===== config.mk =====
export PLATFORM = sky130hd
export DESIGN_NAME = multicycle_ctrl_flat
export DESIGN_NICKNAME = d
export VERILOG_FILES = /design/src/rtl/rv_mc_pkg.sv /design/src/rtl/multicycle_ctrl_if.sv /design/src/rtl/aludec.sv /design/src/rtl/multicycle_ctrl.sv /design/src/flat_wrapper.sv
export SDC_FILE = /design/constraint.sdc
export NUM_CORES = 1
export LEC_CHECK = 0
export BUFFER_PORTS_ARGS = -buffer_cell sky130_fd_sc_hd__buf_2
export CORE_MARGIN = 2
export CORE_UTILIZATION = 39
export DETAILED_ROUTE_END_ITERATION = 10
export PLACE_DENSITY = 0.6
export SLEW_MARGIN = 20
export SYNTH_ARGS = -nofsm -noshare
export SYNTH_HDL_FRONTEND = slang
export SYNTH_SLANG_ARGS = --single-unit

===== constraint.sdc =====
create_clock -name clk -period 3 [get_ports clk]
set_input_delay 0.6 -clock clk [delete_from_list [all_inputs] [get_ports clk]]
set_output_delay 0.6 -clock clk [all_outputs]
set_load 0.01 [all_outputs]

===== src/rtl/rv_mc_pkg.sv =====
// Shared definitions for the multicycle RISC-V controller: FSM state encoding,
// opcode constants, datapath source-select encodings and ALU operation codes.
package rv_mc_pkg;

  typedef enum logic [3:0] {
    StFetch,
    StDecode,
    StMemAdr,
    StMemRead,
    StMemWb,
    StMemWrite,
    StExecuteR,
    StExecuteI,
    StAluWb,
    StBeq,
    StJal,
    StIllegal
  } state_t;

  // Opcodes
  localparam logic [6:0] OpLoad  = 7'b0000011;
  localparam logic [6:0] OpStore = 7'b0100011;
  localparam logic [6:0] OpRType = 7'b0110011;
  localparam logic [6:0] OpIType = 7'b0010011;
  localparam logic [6:0] OpBeq   = 7'b1100011;
  localparam logic [6:0] OpJal   = 7'b1101111;

  // ALU source A select
  localparam logic [1:0] SrcAPc    = 2'b00;
  localparam logic [1:0] SrcAOldPc = 2'b01;
  localparam logic [1:0] SrcAReg   = 2'b10;

  // ALU source B select
  localparam logic [1:0] SrcBReg  = 2'b00;
  localparam logic [1:0] SrcBImm  = 2'b01;
  localparam logic [1:0] SrcBFour = 2'b10;

  // Result select
  localparam logic [1:0] ResAluOut    = 2'b00;
  localparam logic [1:0] ResData      = 2'b01;
  localparam logic [1:0] ResAluResult = 2'b10;

  // Memory address select
  localparam logic AdrPc     = 1'b0;
  localparam logic AdrResult = 1'b1;

  // Main-decoder ALUOp
  localparam logic [1:0] AluOpAdd   = 2'b00;
  localparam logic [1:0] AluOpSub   = 2'b01;
  localparam logic [1:0] AluOpFunct = 2'b10;

  // ALU control encoding
  localparam logic [2:0] AluAdd = 3'b000;
  localparam logic [2:0] AluSub = 3'b001;
  localparam logic [2:0] AluAnd = 3'b010;
  localparam logic [2:0] AluOr  = 3'b011;
  localparam logic [2:0] AluSlt = 3'b101;

  // Immediate format select derived purely from the opcode.
  function automatic logic [1:0] imm_src_of(input logic [6:0] op);
    case (op)
      OpStore: return 2'b01;
      OpBeq:   return 2'b10;
      OpJal:   return 2'b11;
      default: return 2'b00;
    endcase
  endfunction

endpackage


===== src/rtl/multicycle_ctrl_if.sv =====
// Controller <-> datapath bundle.
//   master: datapath side, drives instruction fields, zero flag and mem_ready.
//   slave : controller side, drives enables, selects, halt and instret.
interface multicycle_ctrl_if #(
  parameter int unsigned RETIRE_W = 32
);
  logic [6:0]          op;
  logic [2:0]          funct3;
  logic                funct7b5;
  logic                zero;
  logic                mem_ready;

  logic                pc_write;
  logic                adr_src;
  logic                mem_write;
  logic                ir_write;
  logic                reg_write;
  logic [1:0]          result_src;
  logic [1:0]          alu_src_a;
  logic [1:0]          alu_src_b;
  logic [1:0]          imm_src;
  logic [2:0]          alu_control;
  logic                halt;
  logic [RETIRE_W-1:0] instret;

  modport master (
    output op, funct3, funct7b5, zero, mem_ready,
    input  pc_write, adr_src, mem_write, ir_write, reg_write,
    input  result_src, alu_src_a, alu_src_b, imm_src, alu_control, halt, instret
  );

  modport slave (
    input  op, funct3, funct7b5, zero, mem_ready,
    output pc_write, adr_src, mem_write, ir_write, reg_write,
    output result_src, alu_src_a, alu_src_b, imm_src, alu_control, halt, instret
  );
endinterface


===== src/rtl/aludec.sv =====
// ALU decoder: maps the main-decoder ALUOp plus instruction fields onto the
// ALU control code.
//   alu_op_i      : 00 add, 01 sub, 10 decode from funct3/funct7
//   funct3_i      : instruction funct3
//   funct7b5_i    : instruction bit 30
//   op_b5_i       : opcode bit 5 (distinguishes R-type from I-type)
//   alu_control_o : ALU operation
module aludec
  import rv_mc_pkg::*;
(
  input  logic [1:0] alu_op_i,
  input  logic [2:0] funct3_i,
  input  logic       funct7b5_i,
  input  logic       op_b5_i,
  output logic [2:0] alu_control_o
);

  always_comb begin
    alu_control_o = AluAdd;
    case (alu_op_i)
      AluOpAdd: alu_control_o = AluAdd;
      AluOpSub: alu_control_o = AluSub;
      default: begin
        case (funct3_i)
          // Only R-type may subtract; addi with imm bit 10 set is still add.
          3'b000:  alu_control_o = (funct7b5_i & op_b5_i) ? AluSub : AluAdd;
          3'b010:  alu_control_o = AluSlt;
          3'b110:  alu_control_o = AluOr;
          3'b111:  alu_control_o = AluAnd;
          default: alu_control_o = AluAdd;
        endcase
      end
    endcase
  end

endmodule


===== src/rtl/multicycle_ctrl.sv =====
// Multicycle RISC-V control unit: instruction-sequencing FSM, datapath
// enable/select generation and a retired-instruction counter.
//   clk   : clock, all state on rising edge
//   reset : asynchronous active-low reset
//   bus   : controller side of multicycle_ctrl_if (instruction fields, zero,
//           mem_ready in; enables, selects, alu_control, halt, instret out)
module multicycle_ctrl #(
  parameter int unsigned RETIRE_W = 32
) (
  input logic               clk,
  input logic               reset,
  multicycle_ctrl_if.slave  bus
);
  import rv_mc_pkg::*;

  state_t              state_q, state_d;
  logic [RETIRE_W-1:0] instret_q;
  logic                retire;

  logic       pc_write, adr_src, mem_write, ir_write, reg_write;
  logic [1:0] result_src, alu_src_a, alu_src_b, alu_op;

  // Next-state logic
  always_comb begin
    state_d = state_q;
    case (state_q)
      StFetch:    if (bus.mem_ready) state_d = StDecode;
      StDecode: begin
        case (bus.op)
          OpLoad, OpStore: state_d = StMemAdr;
          OpRType:         state_d = StExecuteR;
          OpIType:         state_d = StExecuteI;
          OpBeq:           state_d = StBeq;
          OpJal:           state_d = StJal;
          default:         state_d = StIllegal;
        endcase
      end
      StMemAdr:   state_d = (bus.op == OpStore) ? StMemWrite : StMemRead;
      StMemRead:  if (bus.mem_ready) state_d = StMemWb;
      StMemWb:    state_d = StFetch;
      StMemWrite: if (bus.mem_ready) state_d = StFetch;
      StExecuteR: state_d = StAluWb;
      StExecuteI: state_d = StAluWb;
      StAluWb:    state_d = StFetch;
      StBeq:      state_d = StFetch;
      StJal:      state_d = StAluWb;
      StIllegal:  state_d = StIllegal;
      default:    state_d = StFetch;
    endcase
  end

  assign retire = (state_q == StMemWb) || (state_q == StAluWb) || (state_q == StBeq) ||
                  ((state_q == StMemWrite) && bus.mem_ready);

  always_ff @(posedge clk or negedge reset) begin
    if (!reset) begin
      state_q   <= StFetch;
      instret_q <= '0;
    end else begin
      state_q <= state_d;
      if (retire) instret_q <= instret_q + RETIRE_W'(1);
    end
  end

  // Output decode. Enables depend on mem_ready/zero in the same cycle, so they
  // are decoded from the state register rather than registered themselves.
  always_comb begin
    pc_write   = 1'b0;
    adr_src    = AdrPc;
    mem_write  = 1'b0;
    ir_write   = 1'b0;
    reg_write  = 1'b0;
    result_src = ResAluOut;
    alu_src_a  = SrcAPc;
    alu_src_b  = SrcBReg;
    alu_op     = AluOpAdd;
    case (state_q)
      StFetch: begin
        alu_src_b  = SrcBFour;
        result_src = ResAluResult;
        ir_write   = bus.mem_ready;
        pc_write   = bus.mem_ready;
      end
      StDecode: begin
        alu_src_a = SrcAOldPc;
        alu_src_b = SrcBImm;
      end
      StMemAdr: begin
        alu_src_a = SrcAReg;
        alu_src_b = SrcBImm;
      end
      StMemRead:  adr_src = AdrResult;
      StMemWb: begin
        result_src = ResData;
        reg_write  = 1'b1;
      end
      StMemWrite: begin
        adr_src   = AdrResult;
        mem_write = 1'b1;
      end
      StExecuteR: begin
        alu_src_a = SrcAReg;
        alu_op    = AluOpFunct;
      end
      StExecuteI: begin
        alu_src_a = SrcAReg;
        alu_src_b = SrcBImm;
        alu_op    = AluOpFunct;
      end
      StAluWb:    reg_write = 1'b1;
      StBeq: begin
        alu_src_a = SrcAReg;
        alu_op    = AluOpSub;
        pc_write  = bus.zero;
      end
      StJal: begin
        alu_src_a = SrcAOldPc;
        alu_src_b = SrcBFour;
        pc_write  = 1'b1;
      end
      default: ;
    endcase
    // Reset forces the state to FETCH asynchronously; also mask the writes so
    // a pending mem_ready cannot fire pc/ir writes while reset is held.
    if (!reset) begin
      pc_write  = 1'b0;
      ir_write  = 1'b0;
      mem_write = 1'b0;
      reg_write = 1'b0;
    end
  end

  aludec u_aludec (
    .alu_op_i      (alu_op),
    .funct3_i      (bus.funct3),
    .funct7b5_i    (bus.funct7b5),
    .op_b5_i       (bus.op[5]),
    .alu_control_o (bus.alu_control)
  );

  assign bus.pc_write   = pc_write;
  assign bus.adr_src    = adr_src;
  assign bus.mem_write  = mem_write;
  assign bus.ir_write   = ir_write;
  assign bus.reg_write  = reg_write;
  assign bus.result_src = result_src;
  assign bus.alu_src_a  = alu_src_a;
  assign bus.alu_src_b  = alu_src_b;
  assign bus.imm_src    = imm_src_of(bus.op);
  assign bus.halt       = (state_q == StIllegal);
  assign bus.instret    = instret_q;

endmodule


===== src/flat_wrapper.sv =====
// flat-port wrapper written by rule: the top's interface ports become plain ports
module multicycle_ctrl_flat import rv_mc_pkg::*;
#(
  parameter int unsigned RETIRE_W = 32
)
  (clk, reset, bus_op, bus_funct3, bus_funct7b5, bus_zero, bus_mem_ready, bus_pc_write, bus_adr_src, bus_mem_write, bus_ir_write, bus_reg_write, bus_result_src, bus_alu_src_a, bus_alu_src_b, bus_imm_src, bus_alu_control, bus_halt, bus_instret);
  multicycle_ctrl_if #(.RETIRE_W(RETIRE_W)) bus_i ();
  input logic clk;
  input logic reset;
  input wire logic [$bits(bus_i.op)-1:0] bus_op;
  input wire logic [$bits(bus_i.funct3)-1:0] bus_funct3;
  input wire logic [$bits(bus_i.funct7b5)-1:0] bus_funct7b5;
  input wire logic [$bits(bus_i.zero)-1:0] bus_zero;
  input wire logic [$bits(bus_i.mem_ready)-1:0] bus_mem_ready;
  output wire logic [$bits(bus_i.pc_write)-1:0] bus_pc_write;
  output wire logic [$bits(bus_i.adr_src)-1:0] bus_adr_src;
  output wire logic [$bits(bus_i.mem_write)-1:0] bus_mem_write;
  output wire logic [$bits(bus_i.ir_write)-1:0] bus_ir_write;
  output wire logic [$bits(bus_i.reg_write)-1:0] bus_reg_write;
  output wire logic [$bits(bus_i.result_src)-1:0] bus_result_src;
  output wire logic [$bits(bus_i.alu_src_a)-1:0] bus_alu_src_a;
  output wire logic [$bits(bus_i.alu_src_b)-1:0] bus_alu_src_b;
  output wire logic [$bits(bus_i.imm_src)-1:0] bus_imm_src;
  output wire logic [$bits(bus_i.alu_control)-1:0] bus_alu_control;
  output wire logic [$bits(bus_i.halt)-1:0] bus_halt;
  output wire logic [$bits(bus_i.instret)-1:0] bus_instret;
  assign bus_i.op = bus_op;
  assign bus_i.funct3 = bus_funct3;
  assign bus_i.funct7b5 = bus_funct7b5;
  assign bus_i.zero = bus_zero;
  assign bus_i.mem_ready = bus_mem_ready;
  assign bus_pc_write = bus_i.pc_write;
  assign bus_adr_src = bus_i.adr_src;
  assign bus_mem_write = bus_i.mem_write;
  assign bus_ir_write = bus_i.ir_write;
  assign bus_reg_write = bus_i.reg_write;
  assign bus_result_src = bus_i.result_src;
  assign bus_alu_src_a = bus_i.alu_src_a;
  assign bus_alu_src_b = bus_i.alu_src_b;
  assign bus_imm_src = bus_i.imm_src;
  assign bus_alu_control = bus_i.alu_control;
  assign bus_halt = bus_i.halt;
  assign bus_instret = bus_i.instret;
  multicycle_ctrl #(.RETIRE_W(RETIRE_W)) u_core (.clk(clk), .reset(reset), .bus(bus_i));
endmodule

==> flow_results.xml <==
<?xml version="1.0" encoding="UTF-8"?>
<metrics>
  <group name="logic_synthesis">
    <metric name="post_synth_inst_count" unit="">226</metric>
    <metric name="yosysUniqueCellTypes" unit="">48</metric>
    <metric name="synthMuxAreaShare" unit="%">1.540</metric>
    <metric name="synthesis.yosys.warnings" unit="">0</metric>
    <metric name="synth-edff-count" unit="">0</metric>
    <metric name="share_of_the_synthesized_netlist_area_taken_by_xor_and_xnor_gates" unit="%">14.81</metric>
    <metric name="synth_compound_gate_area_share" unit="%">5.687</metric>
    <metric name="yosys-top-cells-area" unit="">sky130_fd_sc_hd__dfrtp_1, sky130_fd_sc_hd__xnor2_1, sky130_fd_sc_hd__nand3_1</metric>
    <metric name="yosysSeqAreaShare" unit="%">42.65</metric>
    <metric name="synthMostInstantiatedCell" unit="">sky130_fd_sc_hd__dfrtp_1</metric>
    <metric name="netlist.area_leader.share" unit="%">42.65</metric>
    <metric name="synthesis.area" unit="um^2">2112</metric>
    <metric name="postSynthAreaPerCell" unit="um^2">9.345</metric>
    <metric name="main_combinational_cell_family_by_area_after_synthesis" unit="">simple AND/OR/NAND/NOR gates</metric>
    <metric name="yosys.area_share.adder" unit="%">0.5924</metric>
    <metric name="post_synth_and_or_nand_nor_area_fraction" unit="%">31.81</metric>
    <metric name="mappedNetlistNets" unit="">242</metric>
    <metric name="synth_flop_cell" unit="">sky130_fd_sc_hd__dfrtp_1</metric>
    <metric name="yosys-top-cells-count" unit="">sky130_fd_sc_hd__dfrtp_1, sky130_fd_sc_hd__nor2_1, sky130_fd_sc_hd__xnor2_1</metric>
    <metric name="yosys.area.top_type" unit="">sky130_fd_sc_hd__dfrtp_1</metric>
    <metric name="postSynth.asyncResetShare" unit="%">100.0</metric>
    <metric name="postSynthRegisterBits" unit="">36</metric>
  </group>
  <group name="critical_path">
    <metric name="worst_setup_path_start_kind" unit="">flop</metric>
    <metric name="worst_path_largest_cell_delay" unit="ps">750</metric>
    <metric name="crit_path_max_fanout" unit="">20</metric>
    <metric name="cp_num_buf_inv" unit="">1</metric>
    <metric name="crit_path_cell_trace" unit="">nor2b_1 -&gt; nand2_1 -&gt; o21ai_0 -&gt; and3b_1 -&gt; buf_2</metric>
    <metric name="reg2reg_depth" unit="">5</metric>
    <metric name="critical_path_required" unit="ps">2400</metric>
    <metric name="reg2reg_slack" unit="ps">910</metric>
    <metric name="timing.critical_path.slowest_stage_cell" unit="">sky130_fd_sc_hd__dfrtp_1</metric>
    <metric name="timing.critical_path.arrival" unit="ps">1800</metric>
    <metric name="path_delay_family" unit="">flip-flops</metric>
    <metric name="worstSetupEndpointType" unit="">primary output</metric>
    <metric name="reg2reg_end" unit="">u_core.bus.instret[20]$_DFFE_PN0P_</metric>
    <metric name="reg2reg_from" unit="">u_core.state_q[2]$_DFFE_PN0P_</metric>
    <metric name="worstSetupPathType" unit="">reg2out</metric>
  </group>
  <group name="routing">
    <metric name="detailroute.via_count" unit="">1833</metric>
    <metric name="drc_violation_total_after_the_first_tritonroute_iteration" unit="">70</metric>
    <metric name="detail-route-antenna-nets" unit="">0</metric>
    <metric name="route.detailed.vias_per_inst" unit="">5.092</metric>
    <metric name="routed_wire_length_per_instance" unit="um">12.85</metric>
    <metric name="firstDrtPassIters" unit="">4</metric>
    <metric name="postRouteWirelength" unit="mm">4.627</metric>
    <metric name="detail_route.drc_violations" unit="">0</metric>
  </group>
  <group name="outcome">
    <metric name="run_status" unit="">complete, no violations</metric>
  </group>
  <group name="placed_design">
    <metric name="placement.io_buffers" unit="">63</metric>
    <metric name="routabilityCongestion" unit="">0.7919</metric>
    <metric name="placedCellCount" unit="">353</metric>
    <metric name="place.detailed.hpwl" unit="mm">3.518</metric>
  </group>
  <group name="die">
    <metric name="floorplan.core_area" unit="um^2">5172</metric>
    <metric name="die_width" unit="um">77.59</metric>
    <metric name="dieArea" unit="um^2">6020</metric>
    <metric name="die_height" unit="um">77.59</metric>
    <metric name="ios" unit="">64</metric>
    <metric name="initial_utilization" unit="%">40.83</metric>
    <metric name="number_of_core_rows" unit="">26</metric>
  </group>
  <group name="clock_tree">
    <metric name="cts_post_setup_buffers_inserted" unit="">0</metric>
    <metric name="root_buffer_selected_by_cts" unit="">sky130_fd_sc_hd__clkbuf_8</metric>
    <metric name="tritoncts.num_buffers" unit="">5</metric>
    <metric name="total_of_hold_buffers_inserted_after_clock_tree_synthesis" unit="">0</metric>
    <metric name="cts_buffer_depth" unit="">2</metric>
    <metric name="worstSkewPairLatency" unit="ps">280</metric>
    <metric name="clock_sinks" unit="">36</metric>
    <metric name="cts_tree" unit="">done</metric>
    <metric name="cts-resized-gates" unit="">0</metric>
    <metric name="htree_num_levels" unit="">2</metric>
    <metric name="clk_transition_reported_paths" unit="ps">70</metric>
  </group>
  <group name="finish">
    <metric name="layout.nets" unit="">306</metric>
    <metric name="area_delta_synth_final" unit="%">21.27</metric>
    <metric name="fillerInstances" unit="">502</metric>
    <metric name="post-route-util" unit="%">49.52</metric>
    <metric name="post_route_cells_drive_above_1_share" unit="%">30.00</metric>
    <metric name="final_cell_count_no_fill" unit="">360</metric>
    <metric name="ant_diodes" unit="">0</metric>
  </group>
  <group name="sta">
    <metric name="finalSetupTns" unit="ps">0</metric>
    <metric name="post-route-period-util" unit="%">79.90</metric>
    <metric name="post-route-min-period" unit="ps">2397</metric>
    <metric name="finClkSkew" unit="ps">6.228</metric>
    <metric name="final-hold-violation-count" unit="">0</metric>
    <metric name="final_max_slew_viol_count" unit="">0</metric>
    <metric name="achievable-frequency" unit="MHz">417.2</metric>
    <metric name="rsz0062_at_grt" unit="">false</metric>
    <metric name="slew_headroom" unit="%">45.82</metric>
    <metric name="tightestPinTransition" unit="ps">806.4</metric>
    <metric name="finalSetupViolations" unit="">0</metric>
  </group>
  <group name="global_route">
    <metric name="antenna_found_initial" unit="">0</metric>
    <metric name="grt_first_pass_wirelength" unit="mm">7.969</metric>
    <metric name="grt_max_degree" unit="">37</metric>
    <metric name="grt_util_all_layers" unit="%">16.23</metric>
    <metric name="grt_overflow" unit="">0</metric>
    <metric name="grt_pass1_vias" unit="">1644</metric>
  </group>
  <group name="power_and_ir_drop">
    <metric name="power_density" unit="nW/um^2">636.2</metric>
    <metric name="power.leakage" unit="nW">1.261</metric>
    <metric name="report.power.total" unit="W">0.001630</metric>
    <metric name="irDropWorstVdd" unit="uV">289.1</metric>
  </group>
  <group name="worst_hold_path">
    <metric name="hold_path_class" unit="">in2async</metric>
  </group>
  <group name="job">
    <metric name="maxCapViolations" unit="">0</metric>
  </group>
</metrics>
==> worst max path at each step <==
stage / start / to / slack, ps / depth (start not counted)
2_1_floorplan: bus_op[2] / bus_imm_src[0] / 870 / 3
3_3_place_gp: bus_op[2] / bus_imm_src[0] / 800 / 5
3_5_place_dp: bus_op[2] / bus_imm_src[0] / 800 / 5
4_1_cts: u_core.state_q[1]$_DFFE_PN0P_ / bus_pc_write / 600 / 5
5_1_grt: u_core.state_q[1]$_DFFE_PN0P_ / bus_pc_write / 410 / 5
6_report: u_core.state_q[1]$_DFFE_PN0P_ / bus_pc_write / 600 / 5
==> layer usage <==
metal | GRT usage, % | share of wire (%)
met2 | 24.40 | 47
met4 | 4.286 | 0.84
met5 | 0 | 0
met1 | 23.18 | 48
met3 | 4.186 | 4.5
==> logic make-up after synthesis <==
group,Yosys count
XOR/XNOR,34
flip-flops,36
multiplexers,3
AO/OA/AOI/OAI,18
AND/OR/NAND/NOR,122
adder cells (fa/ha/maj),1
buffers and inverters,12
==> cell usage in the layout (no fill, tap or decap), drive strengths merged, types with 6 or more instances in the layout <==
| cell | instances |
|---|---|
| nand2b | 6 |
| nor2 | 27 |
| nand4 | 7 |
| nand3 | 21 |
| nor2b | 6 |
| dfrtp | 36 |
| and3 | 7 |
| nor3 | 8 |
| nand2 | 21 |
| xor2 | 11 |
| clkbuf | 6 |
| xnor2 | 23 |
| buf | 65 |
==> sequential cells by signal, indices dropped and copies added, names as in the netlist <==
register,flops
u_core.bus.instret,32
u_core.state_q,4
==> area by class of cell <==
type / count / area [um^2] / share of cell area, %
Clock buffer: 6 / 72.57 / 2.833
Clock inverter: 1 / 5.005 / 0.1954
Inverter: 4 / 15.01 / 0.5862
Multi-Input combinational cell: 178 / 1150 / 44.89
Sequential cell: 36 / 900.9 / 35.17
Tap cell: 70 / 87.58 / 3.420
Timing Repair Buffer: 65 / 330.3 / 12.90
==> stage by stage <==
step / cell area, um^2 / hold slack, ps / setup WS (ps)
2_1_floorplan: 2112 / 304.4 / 871.0
3_3_place_gp: 2484 / 471.9 / 800.4
3_5_place_dp: 2484 / 482.4 / 795.5
4_1_cts: 2561 / 435.9 / 598.6
5_1_grt: 2561 / 458.4 / 405.0
6_report: 2561 / 409.1 / 603.0
==> worst reg2reg max path, stage by stage, from the launching register on <==
cell and delay (ps):
sky130_fd_sc_hd__dfrtp_1 640, sky130_fd_sc_hd__and2b_2 290, sky130_fd_sc_hd__a21oi_2 130, sky130_fd_sc_hd__nor3_1 570, sky130_fd_sc_hd__nand3_1 190, sky130_fd_sc_hd__xnor2_1 170
==> power by group <==
group / leakage, nW / switching (W) / internal, W
logic: 0.741 / 0.000338 / 0.000273
registers: 0.479 / 0.000157 / 0.000545
clock network: 0.0410 / 0.000159 / 0.000158
total: 1.26 / 0.000653 / 0.000976
Power figures use the tool's default switching activity.
